$ cat src/rtl/inst_rom_ctrl_pkg.sv
// Shared fetch-stage definitions: FSM encodings, bus types and control constants
// used by the instruction-memory responder.
package inst_rom_ctrl_pkg;

    typedef enum logic [1:0] {
        IfIdle = 2'd0,
        IfRdLo = 2'd1,
        IfRdHi = 2'd2,
        IfFill = 2'd3
    } if_state_t;

    typedef logic [31:0] inst_bus_t;
    typedef logic [15:0] flash_data_bus_t;

    localparam logic      ChipEnable  = 1'b1;
    localparam logic      ChipDisable = 1'b0;
    // This block's reset is active-low.
    localparam logic      RstEnable   = 1'b0;
    localparam inst_bus_t Nop         = 32'h0000_0000;

endpackage

$ cat src/rtl/inst_rom_ctrl.sv
// Fetch-stage instruction responder: serves 32-bit instructions from a 16-bit
// asynchronous flash as two wait-stated halfword reads, with a one-entry buffer.
module inst_rom_ctrl
    import inst_rom_ctrl_pkg::*;
#(
    parameter int WAIT_CYCLES = 3,
    parameter int FLASH_AW    = 22
) (
    input  logic                clk,
    input  logic                rst,
    input  logic                ce_i,
    input  logic [31:0]         pc_i,
    output inst_bus_t           inst_o,
    output logic                stallreq_o,
    output logic [FLASH_AW-1:0] flash_addr_o,
    output logic                flash_ce_n_o,
    output logic                flash_oe_n_o,
    input  flash_data_bus_t     flash_data_i
);

    if_state_t        state, state_nxt;
    logic [3:0]       cnt;
    logic [29:0]      req_addr;
    flash_data_bus_t  lo, hi;

    logic             buf_valid;
    logic [29:0]      buf_tag;
    inst_bus_t        buf_data;

    logic             hit, miss, abort, phase_done, in_reset;
    logic             unused_pc_bits;

    // The word address is all that matters; the byte offset is ignored.
    assign unused_pc_bits = ^pc_i[1:0];

    assign in_reset   = (rst == RstEnable);
    assign hit        = (ce_i == ChipEnable) && buf_valid && (buf_tag == pc_i[31:2]);
    assign miss       = (ce_i == ChipEnable) && !hit;
    assign abort      = (ce_i == ChipDisable) || (pc_i[31:2] != req_addr);
    assign phase_done = (cnt == 4'(WAIT_CYCLES));

    assign stallreq_o = !in_reset && miss;
    assign inst_o     = (!in_reset && hit) ? buf_data : Nop;

    // NOTE: next_state gets its default before the case so no path leaves it unassigned (no latch).
    always_comb begin
        state_nxt = state;
        case (state)
            IfIdle: if (miss) state_nxt = IfRdLo;
            IfRdLo: begin
                if (abort)           state_nxt = IfIdle;
                else if (phase_done) state_nxt = IfRdHi;
            end
            IfRdHi: begin
                if (abort)           state_nxt = IfIdle;
                else if (phase_done) state_nxt = IfFill;
            end
            IfFill: state_nxt = IfIdle;
            default: state_nxt = IfIdle;
        endcase
    end

    // NOTE: all state here uses <= so every register samples pre-edge values consistently.
    always_ff @(posedge clk) begin
        if (in_reset) begin
            state        <= IfIdle;
            cnt          <= 4'd0;
            req_addr     <= '0;
            lo           <= '0;
            hi           <= '0;
            buf_valid    <= 1'b0;
            buf_tag      <= '0;
            flash_addr_o <= '0;
            flash_ce_n_o <= 1'b1;
            flash_oe_n_o <= 1'b1;
        end else begin
            state        <= state_nxt;
            // Strobes are registered from the next state so they align with the address.
            flash_ce_n_o <= !(state_nxt == IfRdLo || state_nxt == IfRdHi);
            flash_oe_n_o <= !(state_nxt == IfRdLo || state_nxt == IfRdHi);

            case (state)
                IfIdle: begin
                    if (state_nxt == IfRdLo) begin
                        req_addr     <= pc_i[31:2];
                        cnt          <= 4'd0;
                        flash_addr_o <= {pc_i[FLASH_AW:2], 1'b0};
                    end
                end
                IfRdLo: begin
                    if (state_nxt == IfRdHi) begin
                        lo              <= flash_data_i;
                        cnt             <= 4'd0;
                        flash_addr_o[0] <= 1'b1;
                    end else begin
                        cnt <= cnt + 4'd1;
                    end
                end
                IfRdHi: begin
                    if (state_nxt == IfFill) begin
                        hi  <= flash_data_i;
                        cnt <= 4'd0;
                    end else begin
                        cnt <= cnt + 4'd1;
                    end
                end
                IfFill: begin
                    buf_tag   <= req_addr;
                    buf_valid <= 1'b1;
                end
                default: ;
            endcase

            // A dropped fetch enable means the PC register restarted; forget the buffer.
            if (ce_i == ChipDisable) buf_valid <= 1'b0;
        end
    end

    // NOTE: buffer data has no reset; it is never observed unless buf_valid is set.
    always_ff @(posedge clk) begin
        if (!in_reset && state == IfFill) buf_data <= {hi, lo};
    end

endmodule

$ cat config.mk
export PLATFORM = sky130hd
export DESIGN_NAME = inst_rom_ctrl
export DESIGN_NICKNAME = d
export VERILOG_FILES = /design/src/rtl/inst_rom_ctrl_pkg.sv /design/src/rtl/inst_rom_ctrl.sv
export SDC_FILE = /design/constraint.sdc
export NUM_CORES = 1
export LEC_CHECK = 0
export ABC_AREA = 1
export ABC_CLOCK_PERIOD_IN_PS = 5780
export BUFFER_PORTS_ARGS = -buffer_cell sky130_fd_sc_hd__buf_2
export CAP_MARGIN = 20
export CORE_MARGIN = 3
export CORE_UTILIZATION = 55
export CTS_CLUSTER_DIAMETER = 150
export DETAILED_ROUTE_END_ITERATION = 12
export PLACE_DENSITY = 0.79
export SETUP_SLACK_MARGIN = 0.4
export SKIP_LAST_GASP = 1
export SYNTH_ARGS = -nofsm -noshare
export SYNTH_HDL_FRONTEND = slang
export SYNTH_SLANG_ARGS = --single-unit
$ cat constraint.sdc
create_clock -name clk -period 5.78 [get_ports clk]
set_clock_uncertainty 0.2 [all_clocks]
set_input_delay 0.289 -clock clk [delete_from_list [all_inputs] [get_ports clk]]
set_output_delay 0.289 -clock clk [all_outputs]
set_load 0.02 [all_outputs]
# Yosys cells after proc, flatten, opt, wreduce, memory -nomap -nowiden
# Index checks and enable logic that the tools add are counted.
[op_classes] n_addsub=1 eq_ne=11 mux=14 bitwise_logic=1 reduce_logical=19
[op_table] operator="32-bit two-way mux" count=1
[op_table] operator="30-bit == test" count=1
[op_table] operator="30-bit != test" count=1
[op_table] operator="4-bit two-way mux" count=3
[op_table] operator="4-bit one-hot mux with 3 select lines" count=1
[op_table] operator="2-bit two-way mux" count=5
[op_table] operator="2-bit AND reduction" count=5
[op_table] operator="2-bit == test, second input constant" count=4
[op_table] operator="2-bit one-hot mux with 4 select lines" count=1
[op_table] operator="1-bit logical AND" count=6
[op_table] operator="4-bit by 1-bit adder with 4-bit output, second input constant" count=1
[op_table] operator="2-bit by 1-bit == test with 1-bit output, second input constant" count=2
[op_table] operator="4-bit by 2-bit == test with 1-bit output, second input constant" count=1
[op_table] operator="2-bit != test, second input constant" count=2
[op_table] operator="3-bit AND reduction" count=1
[op_table] operator="3-bit nonzero test" count=1
[op_table] operator="1-bit logical NOT" count=2
[op_table] operator="2-bit logical NOT" count=1
[op_table] operator="1-bit logical OR" count=2
[op_table] operator="1-bit two-way mux" count=2
[op_table] operator="1-bit one-hot mux with 2 select lines" count=1
[op_table] operator="2-bit nonzero test" count=1
[op_table] operator="1-bit NOT" count=1
[word_totals] regBits=154 inputBits=51 out_inout_bits=57 word_cells=57

# Longest topological paths before layout
[logic_depth] depth_word=9 depth_mapped=20 ltp_nobuf=20

# Worst setup path before layout
# OpenSTA, ideal clock, no wires.
[synth_path] path_kind="in2reg" from="input pc_i[5]" to="register flash_addr_o[10]" arrival_ns=1.996 slack_ns=3.455 path_stages=17 path_buffers=2 cell_sequence="inv_1 > nand2_1 > nand2_1 > nand2_1 > nor2_1 > nand2_1 > nor2_2 > nand2_1 > nand2_1 > nand3_1 > nand2_1 > inv_1 > ha_1 > nand2_1 > clkbuf_1 > clkbuf_1 > a21oi_1"
[synth_between] elab_chain_cells=8
[synth_lines] element="start, declared" line="inst_rom_ctrl.sv:12" text="input logic [31:0] pc_i,"
[synth_lines] element="30-bit == test" line="inst_rom_ctrl.sv:37" text="assign hit = (ce_i == ChipEnable) && buf_valid && (buf_tag == pc_i[31:2]);"
[synth_lines] element="1-bit logical AND" line="inst_rom_ctrl.sv:37"
[synth_lines] element="1-bit logical NOT" line="inst_rom_ctrl.sv:38" text="assign miss = (ce_i == ChipEnable) && !hit;"
[synth_lines] element="1-bit logical AND" line="inst_rom_ctrl.sv:38"
[synth_lines] element="2-bit two-way mux" line="inst_rom_ctrl.sv:49" text="IfIdle: if (miss) state_nxt = IfRdLo;"
[synth_lines] element="2-bit one-hot mux with 4 select lines (*)" line="inst_rom_ctrl.sv:48" text="case (state)"
[synth_lines] element="named net state_nxt[1]" line="inst_rom_ctrl.sv:21" text="if_state_t state, state_nxt;"
[synth_lines] element="2-bit by 1-bit == test with 1-bit output (*)" line="inst_rom_ctrl.sv:84" text="if (state_nxt == IfRdLo) begin"
[synth_lines] element="2-bit AND reduction (no source line) (*)"
[synth_lines] element="end signal, assigned" line="inst_rom_ctrl.sv:87" text="flash_addr_o <= {pc_i[FLASH_AW:2], 1'b0};"
[synth_lines] element="end, declared" line="inst_rom_ctrl.sv:15" text="output logic [FLASH_AW-1:0] flash_addr_o,"
# The timed path passes the listed nets; every way through them passes the cells marked *.
# A chain may end at the register's enable or synchronous reset.

# Worst setup path in the final report
[layout_path] from="input pc_i[19]" to="register req_addr[23]"
[layout_between] elab_chain_cells=8
[layout_lines] element="30-bit == test" line="inst_rom_ctrl.sv:37"
[layout_lines] element="1-bit logical AND" line="inst_rom_ctrl.sv:37"
[layout_lines] element="1-bit logical NOT" line="inst_rom_ctrl.sv:38"
[layout_lines] element="1-bit logical AND" line="inst_rom_ctrl.sv:38"
[layout_lines] element="2-bit two-way mux" line="inst_rom_ctrl.sv:49"
[layout_lines] element="2-bit one-hot mux with 4 select lines (*)" line="inst_rom_ctrl.sv:48"
[layout_lines] element="named net state_nxt[1]" line="inst_rom_ctrl.sv:21"
[layout_lines] element="2-bit by 1-bit == test with 1-bit output (*)" line="inst_rom_ctrl.sv:84"
[layout_lines] element="2-bit AND reduction (no source line) (*)"
[layout_lines] element="end signal, assigned" line="inst_rom_ctrl.sv:85" text="req_addr <= pc_i[31:2];"
[layout_lines] element="end, declared" line="inst_rom_ctrl.sv:23" text="logic [29:0] req_addr;"
# Marks and branches as above.

==> reports/results.tsv <==
stage	metric	value	unit
die	fp.dieW	111	um
detailed_routing	ant_nets	0	
worst_hold_path	holdCritPathClass	reg -> reg	
sta	slew_headroom	0.275	
worst_hold_path	worstHoldPathCells	0	
finish	mostFrequentLayoutCell	nor2_1	
synthesis	synth_nets	841	
clock_tree	cts.path.max_buffers	2	
global_routing	antenna_found_initial	0	
global_routing	grt_overflow	0	
critical_path	critPathLaunchType	primary input	
critical_path	worstSetupPathType	in -> reg	
placed_design	placed_area	6500	sq um
clock_tree	numCtsBuffers	17	
placed_design	dp.final_hpwl	9440	um
power_and_ir_drop	comb_power_share	0.102	
synthesis	syn_area	6070	sq um
power_and_ir_drop	power.internal	1610	uW
sta	fin_crit_sh	0.732	
finish	design_area	7530	sq um
critical_path	worstPathRequired	5950	ps
power_and_ir_drop	total_power	2210	uW
clock_tree	clkSinkCount	133	
global_routing	grt_max_degree	99	
synthesis	synthCells	781	
clock_tree	cts_root_buf	clkbuf_8	
detailed_routing	post_drt_wl_per_cell	13.9	um
die	initial_core_util	0.577	
clock_tree	cts_tree	done	
power_and_ir_drop	swShare	0.274	
clock_tree	cts_resized	0	
finish	stdcell_count	1052	
sta	rsz0062_at_grt	no	
sta	maxSlewViolCount	0	
finish	fin_nets	963	
detailed_routing	vias_per_cell	5.10	
critical_path	cp_max_fo	33	
synthesis	ys_ff_latch	133	
finish	mostFrequentLayoutCells	120 x nor2_1, 113 x nand2_1, 111 x inv_1	
clock_tree	postCtsSetupBuffers	0	
finish	area_growth	24.1	%
critical_path	cp-end-kind	flop	
die	core	10500	sq um
finish	drive_above_1_share	0.195	
critical_path	reg2reg_depth	15	
power_and_ir_drop	p_leak	0.00330	uW
sta	setup_violations	0	
sta	hold_viol_final	0	
die	dieArea	12300	sq um
die	die_h	111	um
global_routing	grt_pass1_vias	5060	
detailed_routing	num_vias	5370	
detailed_routing	drt_iter0_drc	477	
placed_design	io_buffers	105	
synthesis	yosysSeqAreaShare	0.492	
power_and_ir_drop	ir_worst_vdd	0.197	mV
sta	fin_setup_tns	0	ps
sta	worst_pin_slew	1090	ps
run	cap_violations	0	
detailed_routing	drc	0	
global_routing	grt_util_all_layers	0.236	
global_routing	grt_pass1_wl	23500	um
clock_tree	clk_latency	520	ps
clock_tree	clk_pin_slew	70	ps
sta	holdWs	228	ps
power_and_ir_drop	p_per_area	294	nW/um^2
clock_tree	htree_levels	4	
placed_design	dp_cells	972	
outcome	outcome	completed	
power_and_ir_drop	power_frac_seq	0.450	
power_and_ir_drop	switching_power	607	uW
detailed_routing	dr.pass1.iters	5	
sta	min_period	4230	ps
synthesis	syn-mean-instance-area	7.77	sq um
die	placementRows	37	
finish	diodes	0	
die	ios	108	
placed_design	gp_congestion	0.862	
power_and_ir_drop	pwr-share-clk	0.449	
synthesis	ys.warnings.count	0	
sta	fmax	0.236	GHz
critical_path	crit_arrival	4400	ps
clock_tree	ctsHoldBuffers	47	
synthesis	ys_types	30	
detailed_routing	drt_wl_total	14600	um
[metrics by stage]
stage | setup slack [ps] | util
2_1_floorplan | 3460 | -
3_3_place_gp | 1830 | 0.616
3_5_place_dp | 1690 | 0.618
4_1_cts | 1670 | 0.715
5_1_grt | 1190 | 0.717
6_report | 1550 | 0.717
[path summary, 6_finish.rpt]
path | slack (ps) | from | endpoint
setup / recovery | 1550 | pc_i[19] | req_addr[23]$_SDFFE_PN0P_
hold / removal | 230 | lo[9]$_SDFFE_PN0P_ | buf_data[9]$_DFFE_PP_
setup reg to reg | 1670 | flash_addr_o[18]$_SDFFE_PN0P_ | req_addr[23]$_SDFFE_PN0P_
hold reg to reg | 230 | lo[9]$_SDFFE_PN0P_ | buf_data[9]$_DFFE_PP_
[metal layers]
metal | part of all wire | vias to the layer above | GRT usage
li1 | - | 2671 | -
met1 | 0.41 | 2457 | 0.285
met2 | 0.49 | 208 | 0.400
met3 | 0.066 | 34 | 0.0595
met4 | 0.025 | 0 | 0.0989
met5 | 0 | - | 0
[kinds of logic after synthesis]
kind of cell,Yosys count,synth area share
AO/OA/AOI/OAI,165,0.139
XOR/XNOR,25,0.0361
adder cells (fa/ha/maj),9,0.0186
buffers and inverters,165,0.120
flip-flops,133,0.492
AND/OR/NAND/NOR,284,0.195
[synth_stat cells]
| cell | count | area [sq um] |
|---|---|---|
| nor2_1 | 120 | 450 |
| nand2_1 | 113 | 424 |
| inv_1 | 111 | 417 |
| o21ai_0 | 106 | 531 |
| dfxtp_1 | 101 | 2020 |
| a21oi_1 | 53 | 265 |
| edfxtp_1 | 32 | 961 |
| nor2_2 | 32 | 200 |
| clkbuf_1 | 24 | 90.1 |
| buf_4 | 22 | 165 |
| xnor2_1 | 19 | 166 |
| ha_1 | 9 | 113 |
| nand3_1 | 8 | 40.0 |
| xor2_1 | 6 | 52.6 |
| nand4_1 | 5 | 31.3 |
| buf_6 | 3 | 33.8 |
| or2_2 | 3 | 18.8 |
| buf_1 | 2 | 7.51 |
| a211oi_1 | 1 | 7.51 |
| a21oi_2 | 1 | 8.76 |
| a22oi_1 | 1 | 7.51 |
| a31oi_1 | 1 | 6.26 |
| buf_2 | 1 | 5.00 |
| clkinv_1 | 1 | 3.75 |
| inv_2 | 1 | 3.75 |
| nand2_2 | 1 | 6.26 |
| nand3_2 | 1 | 10.0 |
| nor3_1 | 1 | 5.00 |
| o211a_1 | 1 | 10.0 |
| o22ai_1 | 1 | 6.26 |
[layout make-up]
| class | instances | area [sq um] |
|---|---|---|
| clock inverters | 15 | 135 |
| multi-input cells | 483 | 2360 |
| clock buffers | 17 | 414 |
| flip-flops and latches | 133 | 2980 |
| repair buffers | 155 | 1050 |
| fillers | 759 | 2980 |
| well taps | 136 | 170 |
| inverters | 113 | 424 |
[worst max-delay path, stage by stage]
cell and delay [ps]:
dlygate4sd3_1 530, buf_2 130, inv_1 100, o21ai_0 90, nor2_1 210, nand3_1 120, nor2_1 110, nand2_1 60
nor2_1 200, nand3_1 140, nand2_1 130, inv_1 50, ha_1 200, nand2_1 740, inv_1 780, o21ai_0 410
a21oi_1 70
[registers in the layout (all words and copies together), names as in the netlist]
name,cells
hi,16
flash_oe_n_o,1
state,2
lo,16
buf_valid,1
flash_addr_o,21
buf_data,32
cnt,4
req_addr,10
buf_tag,30
[power groups by stage]
stage / registers (uW) / logic (uW) / clock network [uW]
finish: 996 / 225 / 994
global route: 999 / 249 / 1050
CTS: 995 / 221 / 1000
detailed placement: 1020 / 194 / 0
global placement: 1010 / 189 / 0
floorplan: 1010 / 148 / 0
No activity file was read; power rests on OpenSTA's default activity.
